**config.mk**
```make
export PLATFORM = sky130hd
export DESIGN_NAME = sym_delay_search_flat
export DESIGN_NICKNAME = d
export VERILOG_FILES = /design/src/rtl/sym_delay_search_if.sv /design/src/rtl/sym_delay_search.sv /design/src/flat_wrapper.sv
export SDC_FILE = /design/constraint.sdc
export NUM_CORES = 1
export LEC_CHECK = 0
export ABC_AREA = 1
export BUFFER_PORTS_ARGS = -buffer_cell sky130_fd_sc_hd__buf_2
export CAP_MARGIN = 25
export CORE_ASPECT_RATIO = 0.75
export CORE_MARGIN = 5
export CORE_UTILIZATION = 41
export CTS_CLUSTER_DIAMETER = 120
export DETAILED_ROUTE_END_ITERATION = 16
export SKIP_CTS_REPAIR_TIMING = 1
export SLEW_MARGIN = 30
export SYNTH_ARGS = -nofsm -noshare
export SYNTH_HDL_FRONTEND = slang
export SYNTH_SLANG_ARGS = --single-unit
export TNS_END_PERCENT = 20
```
**constraint.sdc**
```tcl
create_clock -name clk -period 2.2 [get_ports clk]
set_input_delay 0 -clock clk [delete_from_list [all_inputs] [get_ports clk]]
set_output_delay 0 -clock clk [all_outputs]
set_load 0.01 [all_outputs]
```
**src/rtl/sym_delay_search_if.sv**
```systemverilog
// Bundles the sweep handshake and the alignment bus between the controller
// and its neighbours (err_sq_gen upstream, the config_*_delay blocks downstream).
interface sym_delay_search_if;
  logic        start;
  logic        hold;
  logic [17:0] acc_sq_err;
  logic [7:0]  sym_delay_out;
  logic [1:0]  sam_phase_out;
  logic [17:0] best_err;
  logic        busy;
  logic        done;
  logic        locked;

  // Whoever requests sweeps and supplies the error measurement
  modport master (
    output start, hold, acc_sq_err,
    input  sym_delay_out, sam_phase_out, best_err, busy, done, locked
  );

  // The alignment search controller itself
  modport slave (
    input  start, hold, acc_sq_err,
    output sym_delay_out, sam_phase_out, best_err, busy, done, locked
  );
endinterface

```
**src/rtl/sym_delay_search.sv**
```systemverilog
// Receiver alignment search. Walks every {symbol delay, sample phase} candidate
// in the configured window, lets the error accumulator settle, reads the squared
// slicer error for each candidate and finally applies the lowest-error alignment.
module sym_delay_search #(
  parameter logic [7:0]  DELAY_MIN      = 8'd48,
  parameter logic [7:0]  DELAY_MAX      = 8'd56,
  parameter logic [7:0]  DEFAULT_DELAY  = 8'd52,
  parameter logic [1:0]  SETTLE_PERIODS = 2'd1,
  parameter logic [17:0] LOCK_THRESH    = 18'd4096
) (
  input  logic               clk,
  input  logic               reset,
  input  logic               clk_en,
  sym_delay_search_if.slave  bus
);

  localparam logic [17:0] ERR_MAX = 18'h3FFFF;

  typedef enum logic [2:0] {
    IDLE,
    SETTLE,
    MEASURE,
    CAPTURE,
    APPLY
  } state_t;

  state_t      state, state_next;

  logic [7:0]  sym_delay, sym_delay_next;
  logic [1:0]  sam_phase, sam_phase_next;
  logic [7:0]  best_delay, best_delay_next;
  logic [1:0]  best_phase, best_phase_next;
  logic [17:0] best_err_r, best_err_next;
  logic [1:0]  settle_cnt, settle_cnt_next;
  logic        busy_r, busy_next;
  logic        done_r, done_next;
  logic        locked_r, locked_next;

  logic        last_cand;
  logic        better;

  // The final candidate is phase 3 at the top of the delay window
  assign last_cand = (sym_delay == DELAY_MAX) && (sam_phase == 2'd3);

  // Strict compare so that equal errors keep the earliest candidate
  assign better = (bus.acc_sq_err < best_err_r);

  // Next-state and datapath decisions; everything holds unless a state acts on it
  always_comb begin
    state_next      = state;
    sym_delay_next  = sym_delay;
    sam_phase_next  = sam_phase;
    best_delay_next = best_delay;
    best_phase_next = best_phase;
    best_err_next   = best_err_r;
    settle_cnt_next = settle_cnt;
    busy_next       = busy_r;
    done_next       = 1'b0;
    locked_next     = locked_r;

    case (state)
      IDLE: begin
        if (bus.start) begin
          sym_delay_next  = DELAY_MIN;
          sam_phase_next  = 2'd0;
          best_delay_next = DELAY_MIN;
          best_phase_next = 2'd0;
          best_err_next   = ERR_MAX;
          locked_next     = 1'b0;
          busy_next       = 1'b1;
          settle_cnt_next = SETTLE_PERIODS;
          state_next      = SETTLE;
        end
      end

      SETTLE: begin
        if (settle_cnt == 2'd0) begin
          state_next = MEASURE;
        end else if (bus.hold) begin
          settle_cnt_next = settle_cnt - 2'd1;
          if (settle_cnt == 2'd1) begin
            state_next = MEASURE;
          end
        end
      end

      MEASURE: begin
        if (bus.hold) begin
          state_next = CAPTURE;
        end
      end

      CAPTURE: begin
        if (better) begin
          best_err_next   = bus.acc_sq_err;
          best_delay_next = sym_delay;
          best_phase_next = sam_phase;
        end
        if (last_cand) begin
          state_next = APPLY;
        end else begin
          if (sam_phase == 2'd3) begin
            sam_phase_next = 2'd0;
            sym_delay_next = sym_delay + 8'd1;
          end else begin
            sam_phase_next = sam_phase + 2'd1;
          end
          settle_cnt_next = SETTLE_PERIODS;
          state_next      = SETTLE;
        end
      end

      APPLY: begin
        sym_delay_next = best_delay;
        sam_phase_next = best_phase;
        locked_next    = (best_err_r < LOCK_THRESH);
        busy_next      = 1'b0;
        done_next      = 1'b1;
        state_next     = IDLE;
      end

      default: begin
        state_next = IDLE;
      end
    endcase
  end

  // State register, advancing only on symbol-enable cycles
  always_ff @(posedge clk or negedge reset) begin
    if (!reset) begin
      state <= IDLE;
    end else if (clk_en) begin
      state <= state_next;
    end
  end

  // Alignment, best-candidate and status registers, gated by the symbol enable
  always_ff @(posedge clk or negedge reset) begin
    if (!reset) begin
      sym_delay  <= DEFAULT_DELAY;
      sam_phase  <= 2'd0;
      best_delay <= DELAY_MIN;
      best_phase <= 2'd0;
      best_err_r <= ERR_MAX;
      settle_cnt <= 2'd0;
      busy_r     <= 1'b0;
      done_r     <= 1'b0;
      locked_r   <= 1'b0;
    end else if (clk_en) begin
      sym_delay  <= sym_delay_next;
      sam_phase  <= sam_phase_next;
      best_delay <= best_delay_next;
      best_phase <= best_phase_next;
      best_err_r <= best_err_next;
      settle_cnt <= settle_cnt_next;
      busy_r     <= busy_next;
      done_r     <= done_next;
      locked_r   <= locked_next;
    end
  end

  assign bus.sym_delay_out = sym_delay;
  assign bus.sam_phase_out = sam_phase;
  assign bus.best_err      = best_err_r;
  assign bus.busy          = busy_r;
  assign bus.done          = done_r;
  assign bus.locked        = locked_r;

endmodule

```
**src/flat_wrapper.sv**
```systemverilog
// flat-port wrapper written by rule: the top's interface ports become plain ports
module sym_delay_search_flat 
#(
  parameter logic [7:0]  DELAY_MIN      = 8'd48,
  parameter logic [7:0]  DELAY_MAX      = 8'd56,
  parameter logic [7:0]  DEFAULT_DELAY  = 8'd52,
  parameter logic [1:0]  SETTLE_PERIODS = 2'd1,
  parameter logic [17:0] LOCK_THRESH    = 18'd4096
)
  (clk, reset, clk_en, bus_start, bus_hold, bus_acc_sq_err, bus_sym_delay_out, bus_sam_phase_out, bus_best_err, bus_busy, bus_done, bus_locked);
  sym_delay_search_if bus_i ();
  input  logic clk;
  input  logic reset;
  input  logic clk_en;
  input wire logic [$bits(bus_i.start)-1:0] bus_start;
  input wire logic [$bits(bus_i.hold)-1:0] bus_hold;
  input wire logic [$bits(bus_i.acc_sq_err)-1:0] bus_acc_sq_err;
  output wire logic [$bits(bus_i.sym_delay_out)-1:0] bus_sym_delay_out;
  output wire logic [$bits(bus_i.sam_phase_out)-1:0] bus_sam_phase_out;
  output wire logic [$bits(bus_i.best_err)-1:0] bus_best_err;
  output wire logic [$bits(bus_i.busy)-1:0] bus_busy;
  output wire logic [$bits(bus_i.done)-1:0] bus_done;
  output wire logic [$bits(bus_i.locked)-1:0] bus_locked;
  assign bus_i.start = bus_start;
  assign bus_i.hold = bus_hold;
  assign bus_i.acc_sq_err = bus_acc_sq_err;
  assign bus_sym_delay_out = bus_i.sym_delay_out;
  assign bus_sam_phase_out = bus_i.sam_phase_out;
  assign bus_best_err = bus_i.best_err;
  assign bus_busy = bus_i.busy;
  assign bus_done = bus_i.done;
  assign bus_locked = bus_i.locked;
  sym_delay_search #(.DELAY_MIN(DELAY_MIN), .DELAY_MAX(DELAY_MAX), .DEFAULT_DELAY(DEFAULT_DELAY), .SETTLE_PERIODS(SETTLE_PERIODS), .LOCK_THRESH(LOCK_THRESH)) u_core (.clk(clk), .reset(reset), .clk_en(clk_en), .bus(bus_i));
endmodule
```
==> metrics <==
post-DP HPWL=5350 um; first-pass GRT wire length=12,500 um; Clock Power Share=0.117; failing checks=hold timing; GRT Total Usage=0.169; relative slew slack=0.670; min-delay src=clk_en; worst-path maximum fanout=20; CTS tree=built; met3 Track Usage GR=0.0380; clock latency on the worst-skew pair=0.30 ns; clock sink count=46; Core Region=6860 um^2; worst-path cell with the longest stage delay=dfstp_2; hold slack=-0.0204 ns; Cell Pwr Density=1360 nW/um^2; logic gate share of total power=0.522; Clock Pin Slew Worst Setup and Hold Paths=0.09 ns; status=complete, but fails checks; sequential share of power=0.360; max-slew violation count=0; Peak Freq=505 MHz; R2R setup slack=0.22 ns; met2 usage=0.257; biggest cell delay along the critical path=0.55 ns; ratio of final minimum period to clock period=0.899; setup_tns=0 ns; Die X=108 um; height of the die=83.2 um; met1 Track Usage GR=0.243; Ant. Diodes=0; DRT antenna net count=0; fill count=677; busiest grt layer=met2; IO buf count=53; residual DRC count=0; layout cells sized above 1=0.264; fin crit period=1.98 ns; vias in the first global route=2,662; FF-to-FF End=u_core.best_delay[7]; H-tree levels=2; vias=2,634; end-of-flow core utilization=0.499; sequential share of the synthesized area=0.403; Synth Register Bits=46; RSZ-0062 raised after global routing=no; R2R Path Start=u_core.bus.best_err[17]; largest net degree at the start of global routing=40; async set-reset flop share out of synthesis=1.00; nets=498; Sw Share=0.446; DRT Pass-1 Iters=4; wire per inst=13.0 um; initial antenna violation count=0; Startpoint Class=flip-flop; via density per instance=4.77; Root Driver=clkbuf_8; Worst Path Arrival=2.17 ns; DRT iter0 DRCs=140; Ports=54; cell count after synthesis=396; Worst Hold Class=input port to flip-flop; worst path required time=2.39 ns; Yosys cell types=31; Top FF cell, synth=dfstp_2; P_leak=1.85 nW; Post-Route Skew=0.00589 ns; Final Hold Viols=1; grt ovf=0; Worst-Margin Slew=0.495 ns; most frequent cells in the layout=nand2_1, buf_2, inv_1; switching power=2.07 mW; Post-synth EDFFs=0; kind of critical path=flip-flop to flip-flop; CTS buffer count=5; Worst setup EP type=flip-flop; WL final=7170 um; R2R cell count=13; Area Growth Syn to Fin=16.9%; Post-Synthesis Cell Area=2930 um^2; initial core utilization=0.426; RePlAce Congestion=0.885; Mapped Avg Cell Area=7.39 um^2; YS warnings=0; Hold Path End=u_core.bus.done; hold path cells=4; Clock Path Buffers=2; commonest non-fill, non-tap cell in the layout=nand2_1; P_int=2.57 mW; worst vdd rail ir drop=0.000509 V; Rows=26; # setup viols final=0; critical-path cell list=inv_1 -> ha_1 -> nand2_1 -> inv_1 -> nand3_2 -> inv_1 -> a21oi_1 -> nand3_1 -> nand2_2 -> nand2_2 -> buf_12 -> nand2_1 -> nand2_1; Max Cap Viol=0; syn_nets=441; die area=8940 um^2
## cells by family after synthesis
group | synth area share
flip-flops | 0.403
XOR/XNOR | 0.00299
AO/OA/AOI/OAI | 0.0740
adder cells (fa/ha/maj) | 0.0941
buffers and inverters | 0.0941
AND/OR/NAND/NOR | 0.332
## how the worst max path moves through the flow
stage / from / slack (ns) / endpoint
2_1_floorplan: u_core.bus.best_err[17] / 0.30 / u_core.best_delay[3]
3_5_place_dp: u_core.bus.best_err[17] / 0.22 / u_core.best_delay[1]
4_1_cts: u_core.bus.best_err[17] / 0.19 / u_core.best_delay[1]
6_report: u_core.bus.best_err[17] / 0.22 / u_core.best_delay[7]
5_1_grt: u_core.bus.best_err[17] / 0.02 / u_core.best_delay[7]
3_3_place_gp: u_core.bus.best_err[17] / 0.27 / u_core.bus.best_err[8]
## synth_stat cells (all sizes together) (4+ instances only)
cell   instances  area [um^2]
nor2          28          105
a21oi         12         60.1
dfrtp         23          576
inv           50          188
ha            22          275
o21ai         16         80.1
or2           20          125
dfstp         23          604
nand3         36          190
nor3           4         20.0
nand2        133          504
buf           11         76.3
## per-layer routing
metal,vias up,routed length (um)
met5,-,0
met4,0,108
met3,11,467
met2,65,3100
met1,1198,3500
li1,1360,-
## per-stage QoR
stage	setup slack, ns	cell area, um^2	hold WS [ns]	std cells	power, mW
CTS	0.192	3400	-0.154	551	4.68
global placement	0.268	3310	0.173	543	4.07
global route	0.0227	3420	0.00152	552	5.16
detailed placement	0.221	3310	0.175	543	4.11
finish	0.222	3420	-0.0204	552	4.64
floorplan	0.302	2930	-0.296	396	3.35
## registers in the layout (all words and copies together) (netlist names)
name and count:
u_core.bus.busy 1, u_core.bus.best_err 18, u_core.settle_cnt 2, u_core.bus.sym_delay_out 8, u_core.bus.sam_phase_out 2, u_core.bus.locked 1
u_core.best_phase 2, u_core.state 3, u_core.best_delay 8, u_core.bus.done 1
## cell type report
class | instances | area [um^2] | share of cell area
clock buffer | 7 | 86.3 | 0.0252
clock inverter | 1 | 5.00 | 0.00146
inverter | 51 | 191 | 0.0559
multi-input combinational | 286 | 1480 | 0.432
sequential | 46 | 1180 | 0.345
tap | 98 | 123 | 0.0358
timing repair buffer | 63 | 358 | 0.105
## critical path, delay by kind of cell, from the launching register on
family                   cells  cell delay, ns
buffers and inverters        4            0.33
adder cells (fa/ha/maj)      1            0.30
AND/OR/NAND/NOR              7            0.55
flip-flops                   1            0.55
AO/OA/AOI/OAI                1            0.13
## power groups by stage
stage / clock, mW / combinational, mW / sequential [mW]
5_1_grt: 0.599 / 2.82 / 1.74
3_5_place_dp: 0 / 2.42 / 1.69
6_report: 0.544 / 2.42 / 1.67
4_1_cts: 0.565 / 2.44 / 1.67
2_1_floorplan: 0 / 1.61 / 1.74
3_3_place_gp: 0 / 2.40 / 1.67
Note: power is estimated with default switching activity, not from simulation.
